File: src/rtl/led_pattern_pkg.sv
// Shared definitions for the LED pattern sequencer.
//   mode_e        : pattern encodings (0-5 valid, 6/7 rejected)
//   state_e       : sequencer states
//   mode_valid    : true for an implemented pattern select
//   mode_period   : frames per pass for a pattern on an n-LED bank
//   pattern_frame : LED image of frame i, returned LSB-aligned in a
//                   LED_MAX-wide vector; callers truncate to their bank
package led_pattern_pkg;

    localparam int unsigned LED_MAX = 64;

    typedef enum logic [2:0] {
        MODE_CHASE    = 3'd0,
        MODE_BOUNCE   = 3'd1,
        MODE_CONVERGE = 3'd2,
        MODE_FILL     = 3'd3,
        MODE_BLINK    = 3'd4,
        MODE_ALT      = 3'd5
    } mode_e;

    typedef enum logic {
        ST_IDLE = 1'b0,
        ST_RUN  = 1'b1
    } state_e;

    function automatic logic mode_valid(input logic [2:0] m);
        return (m <= 3'd5);
    endfunction

    function automatic int unsigned mode_period(input mode_e m, input int unsigned n);
        case (m)
            MODE_CHASE, MODE_CONVERGE: return n;
            MODE_BOUNCE:               return 2 * n - 2;
            MODE_FILL:                 return 2 * n;
            default:                   return 2;
        endcase
    endfunction

    function automatic logic [LED_MAX-1:0] pattern_frame(input mode_e m,
                                                         input int unsigned i,
                                                         input int unsigned n);
        logic [LED_MAX-1:0] one;
        logic [LED_MAX-1:0] all_n;
        logic [LED_MAX-1:0] f;
        one   = 64'd1;
        all_n = (one << n) - one;   // n = 64 wraps to all ones
        f     = '0;
        case (m)
            MODE_CHASE:    f = (i < n / 2) ? (one << i) : (one << (n - 1 - (i - n / 2)));
            MODE_BOUNCE:   f = (i < n) ? (one << i) : (one << (2 * n - 2 - i));
            MODE_CONVERGE: f = (one << i) | (one << (n - 1 - i));
            MODE_FILL:     f = (i < n) ? ((one << (i + 1)) - one)
                                       : ((one << (2 * n - 1 - i)) - one);
            MODE_BLINK:    f = (i == 0) ? all_n : '0;
            MODE_ALT:      f = ((i == 0) ? {32{2'b01}} : {32{2'b10}}) & all_n;
            default:       f = '0;
        endcase
        return f;
    endfunction

endpackage

File: src/rtl/led_pattern_engine_if.sv
// Control/status bundle between the alarm/mode logic and the LED sequencer.
//   master : drives activate, start, stop, mode, step_div, loops;
//            receives leds, busy, done
//   slave  : the sequencer side
interface led_pattern_engine_if #(
    parameter int unsigned N_LEDS = 16,
    parameter int unsigned DIV_W  = 24,
    parameter int unsigned LOOP_W = 8
);
    logic              activate;
    logic              start;
    logic              stop;
    logic [2:0]        mode;
    logic [DIV_W-1:0]  step_div;
    logic [LOOP_W-1:0] loops;
    logic [N_LEDS-1:0] leds;
    logic              busy;
    logic              done;

    modport master (
        output activate, start, stop, mode, step_div, loops,
        input  leds, busy, done
    );

    modport slave (
        input  activate, start, stop, mode, step_div, loops,
        output leds, busy, done
    );
endinterface

File: src/rtl/led_tick_gen.sv
// Programmable frame-rate divider.
//   clk, rst : clock, synchronous active-low reset
//   clr      : restart count at 0 (wins over en)
//   en       : count this cycle
//   period   : cycles per tick; 0 behaves as 1
//   tick     : high on the last counted cycle of each period (while en)
module led_tick_gen #(
    parameter int unsigned DIV_W = 24
) (
    input  logic             clk,
    input  logic             rst,
    input  logic             clr,
    input  logic             en,
    input  logic [DIV_W-1:0] period,
    output logic             tick
);
    logic [DIV_W-1:0] cnt_q;
    logic [DIV_W-1:0] last;

    assign last = (period == '0) ? '0 : period - DIV_W'(1);
    assign tick = en && (cnt_q == last);

    always_ff @(posedge clk) begin
        if (!rst) begin
            cnt_q <= '0;
        end else if (clr) begin
            cnt_q <= '0;
        end else if (en) begin
            cnt_q <= tick ? '0 : cnt_q + DIV_W'(1);
        end
    end
endmodule

File: src/rtl/led_pattern_engine.sv
// LED animation sequencer for the watch LED bank.
//   clk, rst : clock, synchronous active-low reset
//   bus      : led_pattern_engine_if slave
//              in : activate, start, stop, mode, step_div, loops
//              out: leds (registered), busy, done (one-cycle pulse)
module led_pattern_engine
    import led_pattern_pkg::*;
#(
    parameter int unsigned N_LEDS = 16,
    parameter int unsigned DIV_W  = 24,
    parameter int unsigned LOOP_W = 8
) (
    input  logic                  clk,
    input  logic                  rst,
    led_pattern_engine_if.slave   bus
);
    localparam int unsigned FRAME_W = $clog2(2 * N_LEDS);

    state_e            state_q, state_d;
    mode_e             mode_q, mode_d;
    logic [DIV_W-1:0]  per_q, per_d;
    logic [LOOP_W-1:0] loops_q, loops_d;
    logic [FRAME_W-1:0] frame_q, frame_d;
    logic [LOOP_W-1:0] pass_q, pass_d;
    logic [LOOP_W-1:0] pass_inc;
    logic [FRAME_W-1:0] last_frame;
    logic              shown_q, shown_d;
    logic [N_LEDS-1:0] leds_q, leds_d;
    logic              done_q, done_d;
    logic              start_go;
    logic              tick;
    logic              div_clr;
    logic              div_en;

    // Timing only advances on cycles that follow a displayed cycle, so a
    // frame resumed after a pause is shown again before the divider moves.
    assign div_en  = (state_q == ST_RUN) && bus.activate && shown_q;
    assign div_clr = start_go || (state_d == ST_IDLE);

    led_tick_gen #(.DIV_W(DIV_W)) u_tick (
        .clk    (clk),
        .rst    (rst),
        .clr    (div_clr),
        .en     (div_en),
        .period (per_q),
        .tick   (tick)
    );

    assign last_frame = FRAME_W'(mode_period(mode_q, N_LEDS) - 1);
    assign pass_inc   = pass_q + LOOP_W'(1);

    always_comb begin
        state_d  = state_q;
        mode_d   = mode_q;
        per_d    = per_q;
        loops_d  = loops_q;
        frame_d  = frame_q;
        pass_d   = pass_q;
        done_d   = 1'b0;
        start_go = 1'b0;

        if (bus.stop) begin
            state_d = ST_IDLE;
        end else if (bus.start && mode_valid(bus.mode)) begin
            start_go = 1'b1;
            state_d  = ST_RUN;
            mode_d   = mode_e'(bus.mode);
            per_d    = bus.step_div;
            loops_d  = bus.loops;
            frame_d  = '0;
            pass_d   = '0;
        end else if (state_q == ST_RUN && tick) begin
            if (frame_q == last_frame) begin
                frame_d = '0;
                if (loops_q != '0) begin
                    if (pass_inc == loops_q) begin
                        state_d = ST_IDLE;
                        done_d  = 1'b1;
                    end else begin
                        pass_d = pass_inc;
                    end
                end
            end else begin
                frame_d = frame_q + FRAME_W'(1);
            end
        end

        if (state_d == ST_IDLE) begin
            frame_d = '0;
            pass_d  = '0;
        end

        shown_d = (state_d == ST_RUN) && bus.activate;
        leds_d  = shown_d ? N_LEDS'(pattern_frame(mode_d, 32'(frame_d), N_LEDS)) : '0;
    end

    always_ff @(posedge clk) begin
        if (!rst) begin
            state_q <= ST_IDLE;
            mode_q  <= MODE_CHASE;
            per_q   <= '0;
            loops_q <= '0;
            frame_q <= '0;
            pass_q  <= '0;
            shown_q <= 1'b0;
            leds_q  <= '0;
            done_q  <= 1'b0;
        end else begin
            state_q <= state_d;
            mode_q  <= mode_d;
            per_q   <= per_d;
            loops_q <= loops_d;
            frame_q <= frame_d;
            pass_q  <= pass_d;
            shown_q <= shown_d;
            leds_q  <= leds_d;
            done_q  <= done_d;
        end
    end

    assign bus.leds = leds_q;
    assign bus.busy = (state_q == ST_RUN);
    assign bus.done = done_q;
endmodule

File: src/flat_wrapper.sv
// flat-port wrapper written by rule: the top's interface ports become plain ports
module led_pattern_engine_flat import led_pattern_pkg::*;
#(
    parameter int unsigned N_LEDS = 16,
    parameter int unsigned DIV_W  = 24,
    parameter int unsigned LOOP_W = 8
)
  (clk, rst, bus_activate, bus_start, bus_stop, bus_mode, bus_step_div, bus_loops, bus_leds, bus_busy, bus_done);
  led_pattern_engine_if #(.N_LEDS(N_LEDS), .DIV_W(DIV_W), .LOOP_W(LOOP_W)) bus_i ();
  input  logic clk;
  input  logic rst;
  input wire logic [$bits(bus_i.activate)-1:0] bus_activate;
  input wire logic [$bits(bus_i.start)-1:0] bus_start;
  input wire logic [$bits(bus_i.stop)-1:0] bus_stop;
  input wire logic [$bits(bus_i.mode)-1:0] bus_mode;
  input wire logic [$bits(bus_i.step_div)-1:0] bus_step_div;
  input wire logic [$bits(bus_i.loops)-1:0] bus_loops;
  output wire logic [$bits(bus_i.leds)-1:0] bus_leds;
  output wire logic [$bits(bus_i.busy)-1:0] bus_busy;
  output wire logic [$bits(bus_i.done)-1:0] bus_done;
  assign bus_i.activate = bus_activate;
  assign bus_i.start = bus_start;
  assign bus_i.stop = bus_stop;
  assign bus_i.mode = bus_mode;
  assign bus_i.step_div = bus_step_div;
  assign bus_i.loops = bus_loops;
  assign bus_leds = bus_i.leds;
  assign bus_busy = bus_i.busy;
  assign bus_done = bus_i.done;
  led_pattern_engine #(.N_LEDS(N_LEDS), .DIV_W(DIV_W), .LOOP_W(LOOP_W)) u_core (.clk(clk), .rst(rst), .bus(bus_i));
endmodule
File: config.mk
export PLATFORM = sky130hd
export DESIGN_NAME = led_pattern_engine_flat
export DESIGN_NICKNAME = d
export VERILOG_FILES = /design/src/rtl/led_pattern_pkg.sv /design/src/rtl/led_pattern_engine_if.sv /design/src/rtl/led_tick_gen.sv /design/src/rtl/led_pattern_engine.sv /design/src/flat_wrapper.sv
export SDC_FILE = /design/constraint.sdc
export NUM_CORES = 1
export LEC_CHECK = 0
export BUFFER_PORTS_ARGS = -buffer_cell sky130_fd_sc_hd__buf_4
export CAP_MARGIN = 5
export CORE_ASPECT_RATIO = 1.75
export CORE_MARGIN = 3
export CORE_UTILIZATION = 45
export DETAILED_ROUTE_END_ITERATION = 8
export PLACE_DENSITY = 0.65
export SYNTH_ARGS = -nofsm -noshare
export SYNTH_HDL_FRONTEND = slang
export SYNTH_HIERARCHICAL = 1
export SYNTH_SLANG_ARGS = --single-unit
export TNS_END_PERCENT = 10
File: constraint.sdc
create_clock -name clk -period 6.2 [get_ports clk]
set_clock_uncertainty 0.05 [all_clocks]
set_input_delay 0.93 -clock clk [delete_from_list [all_inputs] [get_ports clk]]
set_output_delay 0.93 -clock clk [all_outputs]
set_load 0.02 [all_outputs]
# [After elaboration in Yosys (flattened, before gate mapping)]
# Cells that the tools add are included.
[op_classes] order_cmp=3 n_reduce_logical=22 n_eq_ne=12 bitwise_logic=7 n_shift=6 mux=30 add_sub_neg=13
[op_table] cell="$shl A1 B32 Y16 const A" n=5
[op_table] cell="$pmux W16 S6" n=1
[op_table] cell="$mux W16" n=5
[op_table] cell="$mux W24" n=2
[op_table] cell="$mux W8" n=5
[op_table] cell="$sub A16 B1 Y16 const B" n=2
[op_table] cell="$sub A4 B32 Y32 const A" n=1
[op_table] cell="$mux W5" n=5
[op_table] cell="$add A24 B1 Y24 const B" n=1
[op_table] cell="$eq A24 B24 Y1" n=1
[op_table] cell="$logic_not A24 Y1" n=1
[op_table] cell="$sub A24 B1 Y24 const B" n=1
[op_table] cell="$or A16 B16 Y16" n=1
[op_table] cell="$shl A1 B5 Y16 const A" n=1
[op_table] cell="$pmux W5 S3" n=1
[op_table] cell="$eq A3 B2 Y1 const B" n=4
[op_table] cell="$sub A5 B5 Y6 const A" n=2
[op_table] cell="$mux W1" n=9
[op_table] cell="$add A8 B1 Y8 const B" n=1
[op_table] cell="$eq A8 B8 Y1" n=1
[op_table] cell="$reduce_bool A8 Y1" n=1
[op_table] cell="$add A5 B1 Y6 const B" n=1
[op_table] cell="$eq A3 B1 Y1 const B" n=2
[op_table] cell="$eq A3 B3 Y1 const B" n=2
[op_table] cell="other kinds (20)" n=37
[totals] word_cells=103 register_bits=91 out_inout_bits=18

# [Logic depth before layout (Yosys ltp)]
# Gate-level depths: netlist of run 1.
[logic_depth] ltp_word=15 depth_mapped=33 mapped_depth_nobuf=28

# [Modules after synthesis]
# The synthesis of run 1 kept the hierarchy.
[modules_own_cells] module="led_pattern_engine" cells_each=690 n_inst=1 area_each_um2=5052.3
[modules_own_cells] module="led_tick_gen" cells_each=327 n_inst=1 area_each_um2=2459.9

# [Worst setup path after synthesis of run 1]
# OpenSTA, ideal clock, no wires.
[synth_path] path_kind="register to register" from="register u_core.per_q[0]" to="register u_core.leds_q[12] (netlist: u_core/bus.leds[12])" setup_slack_ns=-0.223 stages_incl_launch_ff=32 synth_period_minus_slack_ns=6.423 t_required_ns=6.032 setup_ns=0.118 arrival_ns=6.255 path_cell_list="dfxtp_1 inv_1 ha_1 or3b_2 o31ai_2 a21oi_1 or4_1 nor4_2 a21oi_1 nor4_1 o2111a_1 buf_2 and2_1 clkbuf_1 nand2_1 a31oi_1 o21ai_1 inv_1 clkbuf_1 ha_1 clkbuf_1 inv_1 a211oi_1 and3_1 nand2_1 and3_1 nand2_1 ha_1 o211ai_2 nor4_4 xor2_1 o21ai_1"
[synth_via] elab_chain_cells=14
[synth_rtl] element="start: declaration" line_no="led_pattern_engine.sv:21" source="logic [DIV_W-1:0] per_q, per_d;"
[synth_rtl] element="start signal: assignment" line_no="led_pattern_engine.sv:111" source="per_q <= per_d;"
[synth_rtl] element="$sub A24 B1 Y24 or $logic_not A24 Y1 (tied branches)" line_no="led_tick_gen.sv:20" source="assign last = (period == '0) ? '0 : period - DIV_W'(1);"
[synth_rtl] element="$mux W24 *" line_no="led_tick_gen.sv:20"
[synth_rtl] element="$eq A24 B24 Y1 *" line_no="led_tick_gen.sv:21" source="assign tick = en && (cnt_q == last);"
[synth_rtl] element="$logic_and A1 B1 Y1 *" line_no="led_tick_gen.sv:21"
[synth_rtl] element="via u_core.tick" line_no="led_pattern_engine.sv:31" source="logic tick;"
[synth_rtl] element="$logic_and A1 B1 Y1 *" line_no="led_pattern_engine.sv:72" source="end else if (state_q == ST_RUN && tick) begin"
[synth_rtl] element="$mux W5 or $mux W1 (tied branches)" line_no="led_pattern_engine.sv:72"
[synth_rtl] element="$mux W5 or $mux W1 (tied branches)" line_no="led_pattern_engine.sv:64" source="end else if (bus.start && mode_valid(bus.mode)) begin"
[synth_rtl] element="$mux W5 or $mux W1 (tied branches)" line_no="led_pattern_engine.sv:62" source="if (bus.stop) begin"
[synth_rtl] element="$mux W5 *" line_no="led_pattern_engine.sv:88" source="if (state_d == ST_IDLE) begin"
[synth_rtl] element="via u_core.frame_d[1]" line_no="led_pattern_engine.sv:23" source="logic [FRAME_W-1:0] frame_q, frame_d;"
[synth_rtl] element="$sub A5 B4 Y6 (tied with other cells)" line_no="led_pattern_pkg.sv:49" source="MODE_CHASE: f = (i < n / 2) ? (one << i) : (one << (n - 1 - (i - n / 2)));"
[synth_rtl] element="$sub A4 B32 Y32 (tied with other cells)" line_no="led_pattern_pkg.sv:49"
[synth_rtl] element="$shl A1 B32 Y16 (tied with other cells)" line_no="led_pattern_pkg.sv:49"
[synth_rtl] element="$mux W16, on equally long branches" line_no="led_pattern_pkg.sv:49, led_pattern_pkg.sv:52"
[synth_rtl] element="$pmux W16 S6 *" line_no="led_pattern_pkg.sv:48" source="case (m)"
[synth_rtl] element="end signal: assignment" line_no="led_pattern_engine.sv:116" source="leds_q <= leds_d;"
[synth_rtl] element="end: declaration" line_no="led_pattern_engine.sv:28" source="logic [N_LEDS-1:0] leds_q, leds_d;"
# The timed path passes the listed nets; every way through them passes the cells marked *.
# A chain may end at the register's enable or synchronous reset.

# [Worst setup path in the final report of run 1]
[layout_path] from="register u_core.per_q[0]" to="register u_core.leds_q[15] (netlist: u_core/bus.leds[15])"
[layout_via] elab_chain_cells=14
[layout_rtl] element="$sub A24 B1 Y24 or $logic_not A24 Y1 (tied branches)" line_no="led_tick_gen.sv:20"
[layout_rtl] element="$mux W24 *" line_no="led_tick_gen.sv:20"
[layout_rtl] element="$eq A24 B24 Y1 *" line_no="led_tick_gen.sv:21"
[layout_rtl] element="$logic_and A1 B1 Y1 *" line_no="led_tick_gen.sv:21"
[layout_rtl] element="via u_core.tick" line_no="led_pattern_engine.sv:31"
[layout_rtl] element="$logic_and A1 B1 Y1 *" line_no="led_pattern_engine.sv:72"
[layout_rtl] element="$mux W5 or $mux W1 (tied branches)" line_no="led_pattern_engine.sv:72"
[layout_rtl] element="$mux W5 or $mux W1 (tied branches)" line_no="led_pattern_engine.sv:64"
[layout_rtl] element="$mux W5 or $mux W1 (tied branches)" line_no="led_pattern_engine.sv:62"
[layout_rtl] element="$mux W5" line_no="led_pattern_engine.sv:88"
[layout_rtl] element="$sub A5 B4 Y6 (tied with other cells)" line_no="led_pattern_pkg.sv:49"
[layout_rtl] element="$sub A4 B32 Y32 (tied with other cells)" line_no="led_pattern_pkg.sv:49"
[layout_rtl] element="$shl A1 B32 Y16 (tied with other cells)" line_no="led_pattern_pkg.sv:49"
[layout_rtl] element="$mux W16, on equally long branches" line_no="led_pattern_pkg.sv:49, led_pattern_pkg.sv:52"
[layout_rtl] element="$pmux W16 S6" line_no="led_pattern_pkg.sv:48"
# Marks and branches as above.

==> flow_summary_export.csv, run 1 <==
group,metric,value,unit
logic_synthesis,synth_edf_count,0,
finish,fin_area,0.00861,mm2
setup_path,critPathBufInv,3,
setup_path,reg2reg_from,"u_core/per_q[0]",
clocking,cts.sinks,91,
setup_path,crit_cells,22,
routing,dr.pass1.iters,5,
setup_path,ff2ff_setup_slack,0.22,ns
setup_path,rr_worst_depth,22,
floorplan,ios,58,
routing,wl_met3,1.48,mm
floorplan,start_util,46.6,%
timing,setup-violations-final,0,
clocking,clk_pin_slew,0.08,ns
timing,slew_headroom,27.2,%
routing,drc,0,
setup_path,critPathArrivalTime,6.20,ns
finish,nets,1120,
timing,hold_viol,0,
placement,dp_hpwl,21.1,mm
routing,met2_length,14.1,mm
routing,wl_per_cell,21.3,um
pwr,power.leakage,0.00311,uW
logic_synthesis,yosys_warnings,6,
setup_path,critical_path.most_common_cell,"a21oi_1",
clocking,cts_hold_buf,0,
setup_path,worstSetupPathType,"reg2reg",
logic_synthesis,async_flop_share,0,%
setup_path,required,6.42,ns
global_route,antenna_found_initial,0,
flow_run,cap_violations,0,
timing,min_period,5.98,ns
clocking,clock_path_buffers,2,
routing,wirelength,27.5,mm
logic_synthesis,yosysUniqueCellTypes,99,
setup_path,r2r_end,"u_core/bus.leds[15]",
placement,place_area,0.00824,mm2
setup_path,cp_cell_sequence,"inv_1, ha_1, or3b_4, o31ai_4, a21oi_1, or4_1, nor4_4, a21oi_1, nor4_1, o2111a_2, buf_4, and3_1, a21oi_1, nor4_1, a211o_1, nand2_1, buf_4, a41oi_2, nand2_2, nor4_4, o21ai_1, o31ai_2",
timing,rsz0062_at_grt,"false",
outcome,status,"complete, no violations",
clocking,cts_made_buffers,9,
logic_synthesis,synth_cells,1017,
setup_path,crit_start,"u_core/per_q[0]",
logic_synthesis,ys_seq_elements,91,
global_route,grt_pass1_vias,7879,
setup_path,critPathSlowestCell,"nor4_1",
floorplan,dieArea,0.0183,mm2
clocking,cts_tree,"yes",
finish,layout_commonest_cell,"nand2_1",
setup_path,crit_path_end,"u_core/bus.leds[15]",
pwr,p_per_area,174,mW/mm2
routing,vias,8147,
logic_synthesis,ys_seq_area_share,24.3,%
floorplan,coreArea,0.0161,mm2
pwr,power,1500,uW
finish,final_core_util,53.4,%
floorplan,rows,61,
timing,fin_crit_sh,96.5,%
logic_synthesis,avgSynthCellArea,7.39,um2
setup_path,end_kind,"flop",
finish,areaGrowthSynthToFinish,14.6,%
finish,final_cell_mix,"164 x nand2_1, 97 x buf_4, 91 x dfxtp_1",
floorplan,die_w,104,um
routing,top_layer_used,"met4",
logic_synthesis,mappedNetlistArea,0.00751,mm2
finish,antennaDiodeCount,0,
logic_synthesis,synth_fp_nets,1071,
global_route,grt_pass1_wl,42.4,mm
clocking,htreeDepth,3,
setup_path,cp_top_family,"simple AND/OR/NAND/NOR gates",
clocking,cts_root_buf,"clkbuf_16",
routing,vias_per_cell,6.31,
finish,instances_no_fill,1291,
clocking,insertion_delay,0.36,ns
pwr,ir_drop,124,uV
setup_path,crit_fanout,7,
global_route,track_usage,29.2,%
placement,numPortBuffers,57,
global_route,overflow,0,
timing,setup-tns-final,0,ns
floorplan,die_h,177,um
setup_path,slowest_delay,0.67,ns
logic_synthesis,ys.flop_type,"dfxtp_1",
setup_path,worst_setup_path_start_kind,"flop",
timing,fmax,167,MHz
finish,drive_gt1_share,17.2,%
placement,gp_congestion,1.05,
timing,tightest_slew,1.08,ns
routing,final_antenna_net_count,0,
routing,met1_length,9.48,mm
routing,dr.first_iter.drc_count,655,
global_route,grt_max_degree,44,
worst_hold_path,hold_class,"reg2reg",
placement,dpl.cell_count,1275,
timing,maxSlewViolCount,0,
==> flip-flops by register name (all words and copies together), names as in the netlist <==
register,flops
u_core/bus.busy,1
u_core/bus.done,1
u_core/bus.leds,16
u_core/frame_q,5
u_core/loops_q,8
u_core/mode_q,3
u_core/pass_q,8
u_core/per_q,24
u_core/shown_q,1
u_core/u_tick/cnt_q,24
==> worst min-delay path, cell delays in order (launching register included) <==
cell,delay (ns)
dfxtp_1,0.34
nand2_1,0.06
a21boi_0,0.06
==> cell families (layout without fill, tap and decap cells) <==
| kind of cell | count (synthesis) | count (layout) | share of synthesized area, % |
|---|---|---|---|
| flops | 91 | 91 | 24.3 |
| xor+xnor | 62 | 62 | 7.41 |
| compound gates | 265 | 265 | 25.5 |
| mux | 10 | 10 | 1.42 |
| fa+ha+maj | 14 | 14 | 2.33 |
| simple gates | 486 | 486 | 33.9 |
| buf+inv | 89 | 143 | 5.18 |
==> metrics by stage <==
step | worst slack, ns | hold slack, ns
floorplan | 0.0423 | 0.390
global placement | 0.193 | 0.436
detailed placement | 0.138 | 0.448
CTS | 0.0976 | 0.461
global route | 0.0125 | 0.485
finish | 0.217 | 0.456
==> power by group <==
| part | total (uW) | internal [uW] | switching [uW] |
|---|---|---|---|
| combinational | 289 | 116 | 173 |
| sequential | 613 | 594 | 18.9 |
| clock | 595 | 320 | 275 |
==> layout make-up <==
class / instances / area (um2)
Clock buffer: 9 / 225
Clock inverter: 7 / 80.1
Fill cell: 1634 / 7500
Inverter: 30 / 115
Multi-Input combinational cell: 837 / 5360
Sequential cell: 91 / 1820
Tap cell: 220 / 275
Timing Repair Buffer: 97 / 728
==> timing repair <==
action | CTS | global route
endpoints found under the hold margin | 0 | 0
endpoints found under the setup margin | 0 | 16
resized for setup | 0 | 13
setup buffers | 0 | 0
==> worst min path at each step <==
stage | from | end | slack [ns] | depth (start not counted)
6_report | u_core/loops_q[7] | u_core/loops_q[7] | 0.46 | 2
5_1_grt | u_core/per_q[1] | u_core/per_q[1] | 0.49 | 2
4_1_cts | u_core/loops_q[3] | u_core/loops_q[3] | 0.46 | 2
3_5_place_dp | u_core/loops_q[0] | u_core/loops_q[0] | 0.45 | 2
3_3_place_gp | u_core/pass_q[7] | u_core/pass_q[7] | 0.44 | 2
2_1_floorplan | u_core/per_q[7] | u_core/per_q[7] | 0.39 | 2
==> layer usage <==
metal  up-vias  GRT usage (%)
met3       144           3.94
met4         0           23.3
li1       3818              -
met5         -              0
met2       374           54.3
met1      3811           29.0
==> cells in the mapped netlist, types with 9 or more instances <==
| cell | number | share of area (%) |
|---|---|---|
| o21ai_0 | 41 | 2.7 |
| nand4_1 | 20 | 1.7 |
| nor4_1 | 22 | 1.8 |
| ha_1 | 14 | 2.3 |
| a21boi_0 | 38 | 3.8 |
| xnor2_1 | 35 | 4.1 |
| a22oi_1 | 9 | 0.90 |
| nor3_1 | 23 | 1.5 |
| a32oi_1 | 9 | 1.0 |
| a21oi_1 | 42 | 2.8 |
| inv_1 | 27 | 1.3 |
| dfxtp_1 | 91 | 24 |
| buf_2 | 9 | 0.60 |
| nand3_1 | 43 | 2.9 |
| xor2_1 | 26 | 3.0 |
| and3_1 | 17 | 1.4 |
| and2_1 | 15 | 1.2 |
| a31oi_1 | 21 | 1.7 |
| or3_1 | 14 | 1.2 |
| clkbuf_1 | 45 | 2.2 |
| nor2_1 | 85 | 4.2 |
| o211ai_1 | 10 | 1.0 |
| nor2_2 | 10 | 0.83 |
| nand2_1 | 166 | 8.3 |
No activity file was read; power rests on OpenSTA's default activity.
==> run 2: changes to the inputs <==
CORE_UTILIZATION = 54   (was 45)
PLACE_DENSITY = 0.76   (was 0.65)
RECOVER_POWER = 100   (was not set)
REMOVE_ABC_BUFFERS = 1   (was not set)
==> flow_summary_export.csv, run 2 (synthesized netlist as in run 1, its figures left out) <==
group,metric,value,unit
outcome,status,"finished with violations",
outcome,violations,"max-capacitance violations, max-slew violations",
finish,drive_gt1_share,14.9,%
finish,layout_commonest_cell,"nand2_1",
routing,dr.pass1.iters,6,
global_route,busiest_layer,"met2",
setup_path,critPathArrivalTime,6.19,ns
global_route,grt_pass1_vias,7960,
floorplan,die_w,95.2,um
pwr,swShare,31.1,%
global_route,grt.met1_usage,34.9,%
global_route,grt_max_degree,44,
setup_path,cp_cell_sequence,"inv_1, ha_1, or3b_2, o31ai_4, a21oi_1, or4_1, nor4_2, buf_4, a21oi_1, nor4_1, o2111a_2, nand3_2, or3_1, a21o_1, nor2_2, inv_4, ha_1, nand3_1, nor2_1, a32oi_1, o22ai_1, a2111oi_1, nor2_1",
timing,hold_viol,0,
timing,setup-violations-final,0,
pwr,power.leakage,0.00306,uW
finish,nets,1126,
routing,wirelength,27.5,mm
pwr,seqPwrFrac,40.7,%
clocking,cts_root_buf,"clkbuf_16",
floorplan,coreArea,0.0135,mm2
worst_hold_path,holdPathEnd,"u_core/loops_q[1]",
timing,fmax,166,MHz
timing,tightest_slew,1.75,ns
setup_path,reg2reg_from,"u_core/per_q[1]",
setup_path,r2r_end,"u_core/bus.leds[3]",
pwr,ir_drop,124,uV
clocking,cts_tree,"yes",
timing,fin_crit_sh,97.4,%
setup_path,slowest_delay,0.55,ns
clocking,clock_path_buffers,2,
global_route,overflow,0,
timing,slew_headroom,-16.6,%
global_route,antenna_found_initial,0,
setup_path,rr_worst_depth,23,
finish,final_cell_mix,"167 x nand2_1, 91 x dfxtp_1, 85 x nor2_1",
clocking,clk_pin_slew,0.07,ns
floorplan,ios,58,
clocking,insertion_delay,0.34,ns
pwr,p_clk_share,39.1,%
setup_path,crit_fanout,8,
timing,setup-tns-final,0,ns
clocking,cts_made_buffers,9,
setup_path,critPathSlowestCell,"or3b_2",
finish,areaGrowthSynthToFinish,12.6,%
clocking,postCtsSetupBuffers,0,
floorplan,start_util,55.6,%
finish,final_core_util,62.6,%
placement,numPortBuffers,57,
floorplan,dieArea,0.0154,mm2
global_route,grt_util_met3,6.67,%
setup_path,crit_start,"u_core/per_q[1]",
flow_run,cap_violations,1,
worst_hold_path,min-delay-start,"u_core/loops_q[1]",
timing,rsz0062_at_grt,"true",
timing,maxSlewViolCount,37,
routing,drc,0,
routing,vias,8230,
floorplan,die_h,162,um
worst_hold_path,holdPathStages,2,
worst_hold_path,hold_class,"reg2reg",
pwr,pwr-share-comb,20.3,%
pwr,intPower,1040,uW
floorplan,rows,56,
placement,dp_hpwl,20.7,mm
setup_path,ff2ff_setup_slack,0.16,ns
clocking,cts.sinks,91,
placement,gp_congestion,1.00,
global_route,track_usage,35.7,%
pwr,switchingPower,468,uW
routing,final_antenna_net_count,0,
setup_path,required,6.35,ns
global_route,grt_pass1_wl,42.2,mm
clocking,htreeDepth,3,
setup_path,end_kind,"flop",
routing,vias_per_cell,6.57,
routing,dr.first_iter.drc_count,705,
finish,num-fill-cells,1276,
setup_path,worstSetupPathType,"reg2reg",
routing,wl_per_cell,22.0,um
pwr,p_per_area,178,mW/mm2
setup_path,worst_setup_path_start_kind,"flop",
global_route,use_met2,64.3,%
timing,min_period,6.04,ns
==> run 2: cell count changes in the layout (fill, tap and decap cells not counted), moves of 2 or more <==
| cell | previous run | this run |
|---|---|---|
| nand2_2 | 2 | 0 |
| nand2_1 | 164 | 167 |
| clkbuf_1 | 0 | 20 |
| buf_4 | 97 | 82 |
==> run 2: area by class of cell <==
| type | instances | area (um2) | share of cell area (%) |
|---|---|---|---|
| Antenna cell | 1 | 2.50 | 0.0296 |
| Clock inverter | 7 | 82.6 | 0.976 |
| Timing Repair Buffer | 103 | 696 | 8.22 |
| Clock buffer | 9 | 225 | 2.66 |
| Multi-Input combinational cell | 837 | 5300 | 62.6 |
| Inverter | 30 | 115 | 1.36 |
| Tap cell | 174 | 218 | 2.57 |
| Sequential cell | 91 | 1820 | 21.5 |
==> run 2: power by group through the flow <==
stage	registers (uW)	logic (uW)	clock network [uW]
after floorplan	622	177	0
after global placement	625	293	0
after detailed placement	625	292	0
after CTS	611	293	593
after global routing	614	323	622
final	612	304	587
==> run 2: worst max-delay path by stage <==
stage,to,slack [ns],depth (start not counted)
3_5_place_dp,u_core/bus.leds[3],0.05,21
2_1_floorplan,u_core/bus.leds[12],0.12,27
5_1_grt,u_core/bus.leds[6],-0.07,27
4_1_cts,u_core/bus.leds[3],0.02,21
6_report,u_core/bus.leds[3],0.16,23
3_3_place_gp,u_core/bus.leds[3],0.11,21
==> run 2: critical path, delay by kind of cell, from the launching register on <==
kind	cells	cell delay (ns)
and+or+nand+nor	10	2.70
AOI/OAI and AO/OA	8	1.98
adders and majority gates	2	0.48
DFF	1	0.34
buffers and inverters	3	0.34
==> run 2: routing by layer <==
layer / vias to the layer above / routed length (um)
li1: 3842 / -
met1: 3814 / 9070
met2: 412 / 14200
met3: 162 / 1760
met4: 0 / 2480
met5: - / 0
==> run 2: metrics by stage <==
stage	hold slack, ns	setup slack [ns]	power (uW)	std cells	area (um2)
finish	0.451	0.163	1500	1252	8460
global route	0.487	-0.0690	1560	1251	8460
CTS	0.454	0.0243	1500	1251	8540
detailed placement	0.443	0.0479	917	1235	8230
global placement	0.435	0.112	917	1235	8230
floorplan	0.418	0.122	799	958	7240
==> run 2: timing repair <==
item	in CTS	in global routing
gates resized for setup	0	6
hold buffers	0	0
endpoints found under the setup margin	0	15
